`config.mk`:
```
export PLATFORM = sky130hd
export DESIGN_NAME = shot_charger
export DESIGN_NICKNAME = d
export VERILOG_FILES = /design/src/rtl/gameplay_pkg.sv /design/src/rtl/debouncer.sv /design/src/rtl/shot_charger.sv
export SDC_FILE = /design/constraint.sdc
export NUM_CORES = 1
export LEC_CHECK = 0
export BUFFER_PORTS_ARGS = -buffer_cell sky130_fd_sc_hd__buf_2
export CORE_UTILIZATION = 55
export DETAILED_ROUTE_END_ITERATION = 8
export PLACE_DENSITY = 0.74
export SLEW_MARGIN = 0
export SYNTH_ARGS = -nofsm -noshare
export SYNTH_HDL_FRONTEND = slang
export SYNTH_SLANG_ARGS = --single-unit
```
`constraint.sdc`:
```
create_clock -name clk_in -period 3 [get_ports clk_in]
set_clock_uncertainty 0.2 [all_clocks]
set_input_delay 0.9 -clock clk_in [delete_from_list [all_inputs] [get_ports clk_in]]
set_output_delay 0.9 -clock clk_in [all_outputs]
set_load 0.02 [all_outputs]
```
`src/rtl/gameplay_pkg.sv`:
```
// rtl/gameplay_pkg.sv - shared gameplay state codes and shot_charger FSM states
package gameplay_pkg;

  typedef enum logic [2:0] {
    RESTING           = 3'd0,
    CHARGING_HIT      = 3'd1,
    ON_HIT            = 3'd2,
    BALL_MOVING       = 3'd3,
    ON_WALL_COLLISION = 3'd4,
    IN_HOLE           = 3'd5
  } gameplay_state_e;

  typedef enum logic [2:0] {
    IDLE      = 3'd0,
    ARMED     = 3'd1,
    CHARGING  = 3'd2,
    FIRE      = 3'd3,
    WAIT_MOVE = 3'd4
  } charger_state_e;

endpackage

```
`src/rtl/debouncer.sv`:
```
// rtl/debouncer.sv - 2-flop synchronizer plus stability counter for a raw button
module debouncer #(
  parameter int unsigned DEBOUNCE_CYCLES = 65536
) (
  input  logic clk_in,
  input  logic rst_in_n,
  input  logic btn_raw,
  output logic btn_db
);

  localparam int unsigned CW = $clog2(DEBOUNCE_CYCLES + 1);
  localparam logic [CW-1:0] CNT_LAST = CW'(DEBOUNCE_CYCLES - 1);

  logic          sync1_q, sync2_q;
  logic          db_q, db_d;
  logic [CW-1:0] cnt_q, cnt_d;

  // The counter only runs while the synchronized level disagrees with the
  // accepted one; any bounce back to the accepted level restarts it.
  always_comb begin
    db_d  = db_q;
    cnt_d = '0;
    if (sync2_q != db_q) begin
      if (cnt_q == CNT_LAST) begin
        db_d = sync2_q;
      end else begin
        cnt_d = cnt_q + CW'(1);
      end
    end
  end

  always_ff @(posedge clk_in or negedge rst_in_n) begin
    if (!rst_in_n) begin
      sync1_q <= 1'b0;
      sync2_q <= 1'b0;
      db_q    <= 1'b0;
      cnt_q   <= '0;
    end else begin
      sync1_q <= btn_raw;
      sync2_q <= sync1_q;
      db_q    <= db_d;
      cnt_q   <= cnt_d;
    end
  end

  assign btn_db = db_q;

endmodule

```
`src/rtl/shot_charger.sv`:
```
// rtl/shot_charger.sv - hold-to-charge shot power meter; SHOT_PINGPONG_EN selects a bouncing meter
module shot_charger
  import gameplay_pkg::*;
#(
  parameter int unsigned MAX_POWER       = 255,
  parameter int unsigned TICK_CYCLES     = 390625,
  parameter int unsigned DEBOUNCE_CYCLES = 65536
) (
  input  logic       clk_in,
  input  logic       rst_in_n,
  input  logic       swing_btn,
  input  logic [2:0] game_state,
  output logic [7:0] user_input,
  output logic       user_rdy,
  output logic [7:0] power_level,
  output logic       charging
);

  localparam int unsigned TW = $clog2(TICK_CYCLES + 1);
  localparam logic [TW-1:0] TICK_LAST = TW'(TICK_CYCLES - 1);
  localparam logic [7:0] MAX_P = 8'(MAX_POWER);

  charger_state_e state_q, state_d;
  logic [TW-1:0]  tick_q, tick_d, tick_next;
  logic [7:0]     power_q, power_d, power_next;
  logic [7:0]     user_input_q, user_input_d;
  logic           user_rdy_q, user_rdy_d;
  logic           charging_q, charging_d;
  logic           btn_db, resting, tick_wrap;
`ifdef SHOT_PINGPONG_EN
  logic           dir_up_q, dir_up_d, dir_next;
`endif

  debouncer #(.DEBOUNCE_CYCLES(DEBOUNCE_CYCLES)) u_debouncer (
    .clk_in  (clk_in),
    .rst_in_n(rst_in_n),
    .btn_raw (swing_btn),
    .btn_db  (btn_db)
  );

  assign resting   = (game_state == 3'(RESTING));
  assign tick_wrap = (tick_q == TICK_LAST);
  assign tick_next = tick_wrap ? '0 : tick_q + TW'(1);

  // Meter value after this cycle's tick; every CHARGING cycle counts, release cycle included.
  always_comb begin
    power_next = power_q;
`ifdef SHOT_PINGPONG_EN
    dir_next = dir_up_q;
    if (tick_wrap) begin
      if (dir_up_q) begin
        if (power_q >= MAX_P) begin
          dir_next   = 1'b0;
          power_next = (power_q == 8'd0) ? 8'd0 : power_q - 8'd1;
        end else begin
          power_next = power_q + 8'd1;
        end
      end else if (power_q == 8'd0) begin
        dir_next   = 1'b1;
        power_next = (MAX_P == 8'd0) ? 8'd0 : 8'd1;
      end else begin
        power_next = power_q - 8'd1;
      end
    end
`else
    if (tick_wrap && power_q < MAX_P) begin
      power_next = power_q + 8'd1;
    end
`endif
  end

  always_comb begin
    state_d      = state_q;
    tick_d       = tick_q;
    power_d      = power_q;
    user_input_d = user_input_q;
`ifdef SHOT_PINGPONG_EN
    dir_up_d     = dir_up_q;
`endif
    unique case (state_q)
      IDLE: begin
        if (resting && !btn_db) state_d = ARMED;
      end
      ARMED: begin
        if (!resting) begin
          state_d = IDLE;
          power_d = 8'd0;
        end else if (btn_db) begin
          state_d = CHARGING;
          power_d = 8'd0;
          tick_d  = '0;
`ifdef SHOT_PINGPONG_EN
          dir_up_d = 1'b1;
`endif
        end
      end
      CHARGING: begin
        // A game-state change wins over a release in the same cycle.
        if (!resting) begin
          state_d = IDLE;
          power_d = 8'd0;
        end else begin
          tick_d  = tick_next;
          power_d = power_next;
`ifdef SHOT_PINGPONG_EN
          dir_up_d = dir_next;
`endif
          if (!btn_db) begin
            if (power_next != 8'd0) begin
              state_d      = FIRE;
              user_input_d = power_next;
            end else begin
              state_d = ARMED;
            end
          end
        end
      end
      FIRE:      state_d = WAIT_MOVE;
      WAIT_MOVE: if (!resting) state_d = IDLE;
      default:   state_d = IDLE;
    endcase
    user_rdy_d = (state_d == FIRE);
    charging_d = (state_d == CHARGING);
  end

  always_ff @(posedge clk_in or negedge rst_in_n) begin
    if (!rst_in_n) begin
      state_q      <= IDLE;
      tick_q       <= '0;
      power_q      <= 8'd0;
      user_input_q <= 8'd0;
      user_rdy_q   <= 1'b0;
      charging_q   <= 1'b0;
`ifdef SHOT_PINGPONG_EN
      dir_up_q     <= 1'b1;
`endif
    end else begin
      state_q      <= state_d;
      tick_q       <= tick_d;
      power_q      <= power_d;
      user_input_q <= user_input_d;
      user_rdy_q   <= user_rdy_d;
      charging_q   <= charging_d;
`ifdef SHOT_PINGPONG_EN
      dir_up_q     <= dir_up_d;
`endif
    end
  end

  assign user_input  = user_input_q;
  assign user_rdy    = user_rdy_q;
  assign power_level = power_q;
  assign charging    = charging_q;

endmodule

```
==> results of run 1 <==
-- worst max-delay path, delay by kind of cell, from the launching register on --
| kind | cells | cell delay (ps) |
|---|---|---|
| AOI/OAI and AO/OA | 2 | 530 |
| xor gates and xnor gates | 1 | 130 |
| muxes | 1 | 390 |
| adders and majority gates | 1 | 160 |
| and+or+nand+nor | 2 | 610 |
| DFF | 1 | 430 |
| buffers and inverters | 2 | 240 |
-- layer usage --
metal | share of wire [%] | global-route usage, %
met1 | 44 | 30.6
met2 | 50 | 41.5
met3 | 3.4 | 4.71
met4 | 2.0 | 12.5
met5 | 0 | 0
-- report_power, final --
part	internal, mW	total (mW)	switching, mW	leakage, nW
clock	0.426	0.747	0.320	0.102
combinational	0.0180	0.0508	0.0329	0.734
sequential	0.815	0.821	0.00564	0.806
total	1.26	1.62	0.359	1.64
-- metrics by stage --
step                utilization, %  setup WS (ps)  total power, mW
floorplan                        -           82.8            0.855
global placement              62.4          -35.9            0.887
detailed placement            62.4          -83.0            0.888
CTS                           66.1            187             1.64
global route                  66.1           36.1             1.67
finish                        66.1            198             1.62
-- sequential cells by signal, summed over array words and instances (netlist names) --
signal               cells
u_debouncer.btn_db       1
power_level              8
user_input               8
tick_q                  19
u_debouncer.sync1_q      1
user_rdy                 1
charging                 1
state_q                  3
u_debouncer.sync2_q      1
u_debouncer.cnt_q       17
-- cell usage after synthesis (5+ instances only) --
master	instances
sky130_fd_sc_hd__o21ai_0	18
sky130_fd_sc_hd__nor3_1	8
sky130_fd_sc_hd__clkbuf_1	6
sky130_fd_sc_hd__xor2_1	17
sky130_fd_sc_hd__inv_1	11
sky130_fd_sc_hd__nand3_1	16
sky130_fd_sc_hd__nand4_1	11
sky130_fd_sc_hd__dfrtp_1	60
sky130_fd_sc_hd__nor2_1	47
sky130_fd_sc_hd__xnor2_1	15
sky130_fd_sc_hd__nand2_1	21
sky130_fd_sc_hd__a21oi_1	5
sky130_fd_sc_hd__mux2_2	8
sky130_fd_sc_hd__o22ai_1	5
-- path summary, 6_finish.rpt --
check,startpoint,endpoint,slack [ps],depth (start not counted)
min in group asynchronous,rst_in_n,u_debouncer.cnt_q[3]$_DFF_PN0_,350,1
min,u_debouncer.sync1_q$_DFF_PN0_,u_debouncer.sync2_q$_DFF_PN0_,160,0
min reg2reg,u_debouncer.sync1_q$_DFF_PN0_,u_debouncer.sync2_q$_DFF_PN0_,160,0
max reg2reg,tick_q[0]$_DFFE_PN0P_,user_input[1]$_DFFE_PN0P_,200,9
max in group asynchronous,rst_in_n,tick_q[17]$_DFFE_PN0P_,1640,2
max,tick_q[0]$_DFFE_PN0P_,user_input[1]$_DFFE_PN0P_,200,9
-- logic make-up (layout without fill, tap and decap cells) --
kind of cell	after synthesis	after routing	share of synthesized area (%)
adders and majority gates	4	4	1.60
muxes	11	11	3.84
AOI/OAI and AO/OA	43	43	9.75
buffers and inverters	20	68	2.88
and+or+nand+nor	145	145	25.1
xor gates and xnor gates	32	32	8.95
DFF	60	60	47.9
-- area by class of cell --
cell class                      instances  area [um2]
Timing Repair Buffer                   41         263
Fill cell                             445        1870
Multi-Input combinational cell        235        1540
Inverter                               11        41.3
Tap cell                               72        90.1
Clock buffer                           12         155
Sequential cell                        60        1500
Clock inverter                          4        47.5
==> results.md, run 1 <==
Status:
- The run finished with clean final reports.

Placement:
- The HPWL after detailed placement is 4680 um.
- Input and output buffers added on the ports amount to 23.
- Routability-driven placement finished with a final weighted congestion of between 0.8 and 0.9.
- The count of placed standard cells including taps is 419.
- In this run the cell area measured after placement is ~3400 um2.

GRT:
- The number of antenna violations at the first check in global routing was 0.
- The global-route wire length before repair is 11,400 um.
- The via count of the first global-routing pass came to 2,427.
- The total congestion overflow after global routing is 0.
- Entering global routing, the biggest net connects 36 pins.
- The overall routing resource usage is 24.8%.

Finish:
- The number of antenna cells inserted is 0.
- The finished layout holds 435 standard cells, fillers aside.
- The area growth from synthesis to layout is 16.2%.
- After the last flow step, the layout net total stands at 368.
- The final design instance area without fill is 3640 um2.
- The library cell used most frequently in the layout, excluding fill and tap cells, is sky130_fd_sc_hd__dfrtp_1.
- The fraction of layout cells with a size suffix above 1 is 21.2%.
- The library cells used most frequently in the layout, excluding fill and tap cells, are 60 x sky130_fd_sc_hd__dfrtp_1, 47 x sky130_fd_sc_hd__nor2_1, 23 x sky130_fd_sc_hd__buf_2.

Critical path:
- Along the worst path, the maximum fanout reaches 7.
- The type of element launching the critical path is a register.
- The signal on the critical path passes through inv_1 -> ha_1 -> nor3b_1 -> o211ai_1 -> nor4_4 -> xnor2_1 -> buf_4 -> a41oi_4 -> mux2_2.
- On the worst path, the slowest cell contributes a delay of 430 ps.
- The worst setup path is captured at a register.
- The data arrival time at the worst-slack endpoint is between 2000 and 3000 ps.
- For this design, the slowest cell found on the critical path is sky130_fd_sc_hd__dfrtp_1.
- The path type of the worst setup path is register to register.
- For the worst setup path, the data required time is roughly 3000 ps.

Logic synthesis:
- Sorting the synthesized cells by area gives the leading types as sky130_fd_sc_hd__dfrtp_1 48%, sky130_fd_sc_hd__nor2_1 5.6%, sky130_fd_sc_hd__xor2_1 4.8%.
- The number of enable-type register cells in the synthesized netlist is 0.
- The number of nets produced by synthesis is 325.
- The cell count after synthesis is 315.
- The post-synthesis average cell area is 9.94 um2.
- The count of synthesis-stage warnings from yosys is 0.
- The sequential cell area fraction in the yosys report is 47.9%.
- Counting flops with an async set or reset pin after synthesis yields a share of 100%.
- The synthesized design devotes to its leading area cell type 47.9% of total area.
- The primary flip-flop cell chosen by synthesis mapping is sky130_fd_sc_hd__dfrtp_1.
- In this run, synthesis produced a sequential element count of 60.
- The area of the mapped netlist is 3130 um2.
- After synthesis, the netlist uses 52 different library cells.
- The top cell type by total area after synthesis is sky130_fd_sc_hd__dfrtp_1.

Run:
- The number of max-cap violations is 0.

Detailed routing:
- The number of vias after detailed routing is 2,458.
- The count of nets left with antenna violations once routing finished came out at 0.
- The average vias per placed instance is 5.65.
- In the final routed layout, each cell accounts on average for 15.1 um.
- The total detailed-routing wirelength is 6570 um.
- The number of DRC violations after detailed routing is 0.
- After the first detailed-routing iteration, the DRC count stood at 177.
- Before antenna repair, the detailed router went through 4 iterations.

STA:
- For the final routed database, the setup TNS stands at 0 ps.
- The max-slew violation count came to 0.
- The setup-violating endpoint count in the final report is 0.
- The number of hold violations in the final report is 0.
- The post-layout minimum cycle time is approximately 2800 ps.
- The tightest hold path in the finished design has a slack of 155 ps.
- Setup repair after global routing left no endpoint under its margin.
- Static timing analysis puts the maximum clock frequency at 0.357 GHz.
- Headroom to the max-slew limit came out at between 50% and 60%.
- Of the available clock period, the critical path in the final layout requires 93.4%.
- For the pin with the worst max-slew slack, the measured transition is 624 ps.

Die:
- For this design the top-level I/O count stands at 24.
- The starting density of the core is 56.9%.
- From bottom edge to top edge, the die measures 77.5 um.
- The area inside the core boundary is 5510 um2.
- The number of standard-cell rows in the floorplan is 27.
- The chip width is 77.5 um.
- The die covers 6000 um2.

Clock tree:
- The number of buffers between clock root and the deepest sink is 2.
- The deepest level of the CTS H-tree is 3.
- The CTS sink count is 60.
- At the later pin of the worst-skew pair, clock insertion delay measures 350 ps.
- The number of hold buffers added after CTS was 0.
- The CTS clock-pin slew for the worst setup and hold paths is 70 ps.
- In this run the clock root is driven by a sky130_fd_sc_hd__clkbuf_8.
- The CTS tree is yes.
- Once the clock tree was built, the setup fixing pass inserted 0 buffers.
- The number of clock buffers added by TritonCTS is 9.
- After clock tree synthesis, the repair step resized 0 gates.

Power:
- Dividing total power by cell area gives a power density of approximately 440 nW/um2.
- The worst-case IR drop observed on VDD is 0.294 mV.
- The cell leakage power is 1.64 nW.

Worst hold path:
- The kind of path behind the tightest hold check is register to register.
(Power assumes the default switching activity.)
==> run 2: changes to the inputs <==
--- a/config.mk
+++ b/config.mk
@@ -8,7 +8,7 @@
 export BUFFER_PORTS_ARGS = -buffer_cell sky130_fd_sc_hd__buf_2
 export CORE_UTILIZATION = 55
 export DETAILED_ROUTE_END_ITERATION = 8
-export PLACE_DENSITY = 0.74
+export PLACE_DENSITY = 0.73
 export SLEW_MARGIN = 0
 export SYNTH_ARGS = -nofsm -noshare
 export SYNTH_HDL_FRONTEND = slang
==> results.md, run 2 (synthesis results as in run 1) <==
Die:
- The overall die height is 77.5 um (unchanged).
- The starting density of the core is 56.9% (unchanged).
- The number of standard-cell rows in the floorplan is 27 (unchanged).
- The area inside the core boundary was 5510 um2 (unchanged).
- The total I/O pin count came to 24 (unchanged).
- The die outline area is 6000 um2 (unchanged).
- The chip width came to 77.5 um (unchanged).

Detailed routing:
- The total detailed-routing wirelength came to 6160 um (-6.3%).
- The number of detailed-route iterations in the first pass is 4 (unchanged).
- The average vias per placed instance is 5.54 (-2.0%).
- The wire length per cell after detailed routing came to 14.1 um (-6.8%).
- The post-detailed-route count of antenna-violating nets is 0 (unchanged).
- The violation count after the first detailed-route iteration is 155 (-12%).
- The number of DRC violations after detailed routing came to 0 (unchanged).
- The number of vias after detailed routing is 2,419 (-1.6%).

Worst hold path:
- The worst hold path belongs to the class register to register.

STA:
- The setup-violating endpoint count in the final report is 0 (unchanged).
- The max-slew violation count is 0 (unchanged).
- The worst slew margin relative to its limit is 54.8% (-3.1 points).
- Setup repair after global routing left no endpoint under its margin.
- The number of hold violations in the final report is 0 (unchanged).
- The final worst slack is 176 ps (-21.7 ps).
- The final period utilization was 94.1% (+0.72 points).
- The sum of negative setup slack was 0 ps (unchanged).
- The transition time of the tightest slew-check pin is 670 ps (+46.2 ps).
- The post-layout minimum cycle time is 2820 ps (+21.7 ps).
- The maximum operating frequency was 0.354 GHz (-0.77%).
- The worst hold-check slack is 171 ps (+15.5 ps).

GRT:
- The total congestion overflow after global routing was 0 (unchanged).
- The via count of the first global-routing pass is 2,369 (-2.4%).
- The global-route wire length before repair was 10,800 um (-4.8%).
- The overall routing resource usage is 23.5% (-1.3 points).
- The number of antenna violations at the first check in global routing is 0 (unchanged).
- The largest net degree at the start of global routing is 61 (+69%).

Finish:
- The area growth from synthesis to layout is 16.7%.
- The library cells used most frequently in the layout, excluding fill and tap cells, are 60 x sky130_fd_sc_hd__dfrtp_1, 47 x sky130_fd_sc_hd__nor2_1, 23 x sky130_fd_sc_hd__buf_2.
- The filler cell count in the final layout is 452 (+1.6%).
- The number of antenna cells inserted is 0 (unchanged).
- The net count of the finished layout is 370 (+0.54%).
- The final non-filler cell total was 437 (+0.46%).
- The fraction of layout cells with a size suffix above 1 is 21.6% (+0.43 points).
- The number of flip-flops under the largest register name is 19 (unchanged).
- The footprint of the flip-flops and latches is 1500 um2 (unchanged).
- The multi-input combinational cell area came to 1540 um2 (unchanged).
- The register ranked first by flip-flop count is tick_q.
- The final design instance area without fill came to 3650 um2 (+0.41%).
- The fraction of the core area covered by cells at the end of the flow was 66.3% (+0.27 points).
- The largest registers in the layout are tick_q: 19 flops, u_debouncer.cnt_q: 17 flops.
- Leaving out fill and tap cells, the most frequent cell in the layout is sky130_fd_sc_hd__dfrtp_1.

Critical path:
- The worst-case register-to-register setup slack came to 180 ps (-20 ps).
- The path type of the worst setup path is register to register.
- The critical path data required time was 3030 ps (about the same).
- The worst setup path is captured at a register.
- The largest fanout of any net on the critical path came to 7 (unchanged).
- Traced cell by cell, the critical path runs through inv_1 -> ha_1 -> nor3b_1 -> o211ai_1 -> nor4_4 -> xnor2_1 -> buf_4 -> a41oi_4 -> mux2_2.
- The data arrival time at the worst-slack endpoint is 2850 ps (+20 ps).
- The type of element launching the critical path is a register.
- The cell with the biggest individual delay on the critical path is sky130_fd_sc_hd__dfrtp_1.
- The delay of the slowest cell on the worst path is 410 ps (-20 ps).

Clock tree:
- The CTS clock-pin slew for the worst setup and hold paths is 70 ps (about the same).
- The number of hold buffers added after cts was 0 (unchanged).
- The CTS sink count is 60 (unchanged).
- The clock buffer count from CTS is 9 (unchanged).
- The number of cells upsized or downsized after cts came to 0 (unchanged).
- The deepest level of the CTS H-tree came to 3 (unchanged).
- The CTS tree is yes.
- The clock latency on the worst-skew pair is 340 ps (about the same).
- The number of buffers inserted to repair setup after CTS is 0 (unchanged).
- The tree is rooted in a sky130_fd_sc_hd__clkbuf_8.
- The number of buffers between clock root and the deepest sink is 2 (unchanged).

Run:
- The number of max-cap violations is 0 (unchanged).

Placement:
- The cell area after placement was 3450 um2 (+0.44%).
- The count of placed standard cells including taps was 421 (+0.48%).
- The HPWL after detailed placement is 4430 um (-5.3%).
- The count of port buffers added during placement is 23 (unchanged).
- The final RePlAce weighted congestion came to 0.834 (+3.6%).
- The setup slack at placement is -81.3 ps (+1.77 ps).

Power:
- The maximum ir drop on the vdd rail was 0.326 mV (+11%).
- The cell leakage power is 1.65 nW (+0.62%).
- The power density normalized to cell area is 440 nW/um2 (-1.1%).
- The total power of the final layout is 1.61 mW (-0.69%).

Status:
- The flow ran to the end, and the final reports show no timing, DRC or antenna violations.
[run 2: layout make-up]
class	count	area share, %
timing repair buffer	43	7.60
tap	72	2.47
inverter	11	1.13
multi-input combinational	235	42.2
sequential	60	41.1
clock buffer	12	4.25
clock inverter	4	1.30
[run 2: power breakdown]
part	leakage (nW)	total (mW)	internal, mW	switching [mW]
registers	0.806	0.821	0.815	0.00572
logic	0.744	0.0495	0.0173	0.0321
clock network	0.102	0.737	0.426	0.311
total	1.65	1.61	1.26	0.348
[run 2: final timing paths]
path,endpoint,start,depth (start not counted)
hold / removal,u_debouncer.sync2_q$_DFF_PN0_,u_debouncer.sync1_q$_DFF_PN0_,0
max in group asynchronous,user_input[2]$_DFFE_PN0P_,rst_in_n,2
min in group asynchronous,u_debouncer.cnt_q[9]$_DFF_PN0_,rst_in_n,2
setup / recovery,user_input[1]$_DFFE_PN0P_,tick_q[1]$_DFFE_PN0P_,9
hold reg to reg,u_debouncer.sync2_q$_DFF_PN0_,u_debouncer.sync1_q$_DFF_PN0_,0
setup reg to reg,user_input[1]$_DFFE_PN0P_,tick_q[1]$_DFFE_PN0P_,9
[run 2: worst max-delay path: cells and delay by family, from the launching register on]
kind | cells | cell delay (ps)
flip-flops | 1 | 410
buffers and inverters | 2 | 250
XOR/XNOR | 1 | 120
AO/OA/AOI/OAI | 2 | 550
AND/OR/NAND/NOR | 2 | 630
adder cells (fa/ha/maj) | 1 | 160
multiplexers | 1 | 390
[run 2: per-layer routing]
metal / GRT usage (%) / part of all wire, %
met5: 0 / 0
met4: 9.25 / 1.9
met1: 30.0 / 45
met2: 38.1 / 49
met3: 6.35 / 3.8
==> run 3: changes to the inputs <==
--- a/config.mk
+++ b/config.mk
@@ -12,4 +12,5 @@
 export SLEW_MARGIN = 0
 export SYNTH_ARGS = -nofsm -noshare
 export SYNTH_HDL_FRONTEND = slang
+export SYNTH_HIERARCHICAL = 1
 export SYNTH_SLANG_ARGS = --single-unit
==> results.md, run 3 <==
Status:
- The run finished with clean final reports.

Critical path:
- The end of the worst register-to-register path is user_input[5]$_DFFE_PN0P_.
- The worst-case register-to-register setup slack is 290 ps (+110 ps).
- The critical path starts at tick_q[1]$_DFFE_PN0P_.
- The largest fanout of any net on the critical path is 7 (unchanged).
- The total number of cells along the worst setup path is 8 (-1).
- The delay of the slowest cell on the worst path is 400 ps (about the same).
- The type of element launching the critical path is a register.
- The data arrival time at the worst-slack endpoint is 2740 ps (-110 ps).
- The cell with the biggest individual delay on the critical path is sky130_fd_sc_hd__dfrtp_1.
- The most critical setup path has its endpoint at user_input[5]$_DFFE_PN0P_.
- STA classifies the critical path endpoint as a register.
- The cell family contributing the most delay on the critical path is simple AND/OR/NAND/NOR gates.
- The depth of the most critical reg-to-reg path is 8 (-1).
- The start of the worst register-to-register path is tick_q[1]$_DFFE_PN0P_.
- The path type of the worst setup path is register to register.
- The total buffers and inverters traversed by the critical path is 1 (-1).
- The critical path data required time is 3030 ps (about the same).
- The critical path goes through inv_1 -> ha_1 -> nor3b_2 -> nand4_2 -> nor4_4 -> mux2_4 -> a31oi_4 -> mux2_2.

Detailed routing:
- The average vias per placed instance was 5.59 (+1.0%).
- The violation count after the first detailed-route iteration came to 163 (+5.2%).
- The post-detailed-route count of antenna-violating nets came to 0 (unchanged).
- The total detailed-routing wirelength came to 6400 um (+3.9%).
- The number of DRC violations after detailed routing is 0 (unchanged).
- The wire length per cell after detailed routing is 14.4 um (+2.1%).
- The number of detailed-route iterations in the first pass was 4 (unchanged).
- The number of vias after detailed routing was 2,489 (+2.9%).

Logic synthesis:
- The share of synthesized area spent on multiplexers came to 4.17% (+0.33 points).
- The number of enable-type register cells in the synthesized netlist is 0 (unchanged).
- The area share of the largest cell type after synthesis is 46.7% (-1.2 points).
- The sequential cell area fraction in the yosys report came to 46.7% (-1.2 points).
- The number of distinct standard cells referenced by the synthesized netlist was 59 (+13%).
- The primary flip-flop cell chosen by synthesis mapping is sky130_fd_sc_hd__dfrtp_1.
- The post-synthesis adder-cell area fraction was 1.56% (-0.040 points).
- Sorting the synthesized cells by how often they occur yields 60 x sky130_fd_sc_hd__dfrtp_1, 40 x sky130_fd_sc_hd__nor2_1, 31 x sky130_fd_sc_hd__nand2_1.
- The number of synthesized register bits was 60 (unchanged).
- The area of the mapped netlist is 3210 um2 (+2.6%).
- The count of synthesis-stage warnings from yosys is 6 (+6).
- The number of nets produced by synthesis was 333 (+2.5%).
- The top cell type by total area after synthesis is sky130_fd_sc_hd__dfrtp_1.
- The post-synthesis share of cell area spent on xor and xnor gates is 7.91% (-1.0 points).
- The compound-gate portion of the synthesized area is 10.4% (+0.69 points).
- The share of flip-flops with an asynchronous set or reset after synthesis is 100% (unchanged).
- The post-synthesis average cell area is 9.94 um2 (about the same).
- The post-synthesis simple-gate area fraction is 26.0% (+0.97 points).
- The cell count after synthesis is 323 (+2.5%).
- The main combinational cell family by area after synthesis is simple AND/OR/NAND/NOR gates.
- Ranked by total cell area, the synthesized netlist is headed by sky130_fd_sc_hd__dfrtp_1 47%, sky130_fd_sc_hd__nor2_1 4.7%, sky130_fd_sc_hd__xnor2_1 4.1%.
- The cell with the most instances after synthesis is sky130_fd_sc_hd__dfrtp_1.

Die:
- The total I/O pin count is 24 (unchanged).
- The starting density of the core is 57.6% (+0.75 points).
- The chip width was 78.4 um (+1.2%).
- The area inside the core boundary is 5570 um2 (+1.2%).
- The overall die height came to 78.4 um (+1.2%).
- The number of standard-cell rows in the floorplan came to 27 (unchanged).
- The die outline area is 6150 um2 (+2.5%).

GRT:
- The overall routing resource usage is 24.7% (+1.2 points).
- The largest net degree at the start of global routing is 36 (-41%).
- The number of antenna violations at the first check in global routing is 0 (unchanged).
- The global-route wire length before repair is 11,600 um (+6.9%).
- The total congestion overflow after global routing is 0 (unchanged).
- The via count of the first global-routing pass was 2,511 (+6.0%).

Clock tree:
- The number of cells upsized or downsized after cts was 0 (unchanged).
- The clock latency on the worst-skew pair was 350 ps (about the same).
- The number of buffers inserted to repair setup after CTS came to 0 (unchanged).
- The CTS sink count is 60 (unchanged).
- The number of buffers between clock root and the deepest sink is 2 (unchanged).
- The number of hold buffers added after cts is 0 (unchanged).
- The deepest level of the CTS H-tree is 3 (unchanged).
- The CTS tree is yes.
- The clock buffer count from CTS is 9 (unchanged).
- The clock root buffer master is sky130_fd_sc_hd__clkbuf_8.
- The CTS clock-pin slew for the worst setup and hold paths came to 60 ps (about the same).

Finish:
- The largest registers in the layout are tick_q: 19 flops, u_debouncer/cnt_q: 17 flops.
- The final design instance area without fill came to 3730 um2 (+2.2%).
- The register ranked first by flip-flop count is tick_q.
- The area growth from synthesis to final layout is 16.2%.
- The fraction of layout cells with a size suffix above 1 was 23.6% (+1.9 points).
- Leaving out fill and tap cells, the most frequent cell in the layout is sky130_fd_sc_hd__dfrtp_1.
- The net count of the finished layout is 378 (+2.2%).
- In the layout the commonest cells are 60 x sky130_fd_sc_hd__dfrtp_1, 40 x sky130_fd_sc_hd__nor2_1, 31 x sky130_fd_sc_hd__nand2_1.
- The number of antenna cells inserted is 0 (unchanged).
- The number of flip-flops under the largest register name is 19 (unchanged).

Placement:
- The setup slack at placement is 1.13 ps (+82.4 ps).
- The cell area after placement was 3520 um2 (+2.1%).
- The final RePlAce weighted congestion is 0.795 (-4.7%).
- The HPWL after detailed placement came to 4620 um (+4.3%).
- The count of port buffers added during placement was 23 (unchanged).

STA:
- The final period utilization is 90.4% (-3.7 points).
- The number of hold violations in the final report came to 0 (unchanged).
- The setup-violating endpoint count in the final report is 0 (unchanged).
- The transition time of the tightest slew-check pin is 627 ps (-43.2 ps).
- The sum of negative setup slack is 0 ps (unchanged).
- Setup repair after global routing left no endpoint under its margin.
- The final worst slack is 288 ps (+112 ps).
- The worst slew margin relative to its limit is 58.2% (+3.4 points).
- The post-layout minimum cycle time came to 2710 ps (-112 ps).
- The max-slew violation count is 0 (unchanged).
- The maximum operating frequency was 0.369 GHz (+4.1%).

Power:
- The power density normalized to cell area is 434 nW/um2 (-1.3%).
- The cell leakage power is 1.67 nW (+1.3%).
- The maximum ir drop on the vdd rail is 0.298 mV (-8.7%).

Worst hold path:
- The kind of path behind the tightest hold check is register to register.

Run:
- The number of max-cap violations is 0 (unchanged).
==> run 3: cell count changes after synthesis, moves of 3 or more <==
cell                       delta
sky130_fd_sc_hd__a21oi_1      +3
sky130_fd_sc_hd__clkbuf_1     -3
sky130_fd_sc_hd__nand2_1     +10
sky130_fd_sc_hd__nor2_1       -7
sky130_fd_sc_hd__o41ai_1      +3
sky130_fd_sc_hd__xor2_1       -3
==> run 3: metrics by stage <==
step | total power [mW] | util, % | std cells | hold WS (ps)
after floorplan | 0.855 | - | 323 | 131
after global placement | 0.887 | 63.2 | 429 | 172
after detailed placement | 0.888 | 63.2 | 429 | 171
after CTS | 1.64 | 66.9 | 445 | 183
after global routing | 1.67 | 67.0 | 445 | 183
final | 1.62 | 67.0 | 445 | 180
==> run 3: final cells by class <==
| cell class | instances | area [um2] |
|---|---|---|
| fillers | 456 | 1840 |
| inverters | 11 | 41.3 |
| clock buffers | 13 | 159 |
| flip-flops and latches | 60 | 1500 |
| repair buffers | 42 | 283 |
| multi-input cells | 244 | 1610 |
| well taps | 72 | 90.1 |
| clock inverters | 3 | 45.0 |
==> run 3: how the worst min path moves through the flow <==
stage                                   from                             to  slack (ps)  depth (start not counted)
2_1_floorplan  u_debouncer/sync1_q$_DFF_PN0_  u_debouncer/sync2_q$_DFF_PN0_         130                          0
3_3_place_gp   u_debouncer/sync1_q$_DFF_PN0_  u_debouncer/sync2_q$_DFF_PN0_         170                          0
5_1_grt        u_debouncer/sync1_q$_DFF_PN0_  u_debouncer/sync2_q$_DFF_PN0_         180                          0
3_5_place_dp   u_debouncer/sync1_q$_DFF_PN0_  u_debouncer/sync2_q$_DFF_PN0_         170                          0
6_report       u_debouncer/sync1_q$_DFF_PN0_  u_debouncer/sync2_q$_DFF_PN0_         180                          0
4_1_cts        u_debouncer/sync1_q$_DFF_PN0_  u_debouncer/sync2_q$_DFF_PN0_         180                          0
==> run 3: cell families (layout without fill, tap and decap cells) <==
| logic type | count (synthesis) | after routing |
|---|---|---|
| buf+inv | 19 | 69 |
| mux | 12 | 12 |
| compound gates | 51 | 51 |
| flops | 60 | 60 |
| simple gates | 148 | 148 |
| fa+ha+maj | 4 | 4 |
| xor+xnor | 29 | 29 |
==> run 3: where the power goes <==
group / switching [mW] / internal [mW]
clock: 0.319 / 0.429
combinational: 0.0327 / 0.0177
sequential: 0.00619 / 0.816
==> run 3: per-layer routing <==
layer | vias up | part of all wire, % | wire (um) | track usage, %
met4 | 0 | 2.2 | 141 | 13.9
met2 | 38 | 49 | 3130 | 39.4
met1 | 1205 | 46 | 2950 | 31.7
met3 | 14 | 2.8 | 176 | 4.65
li1 | 1232 | - | - | -
met5 | - | 0 | 0 | 0
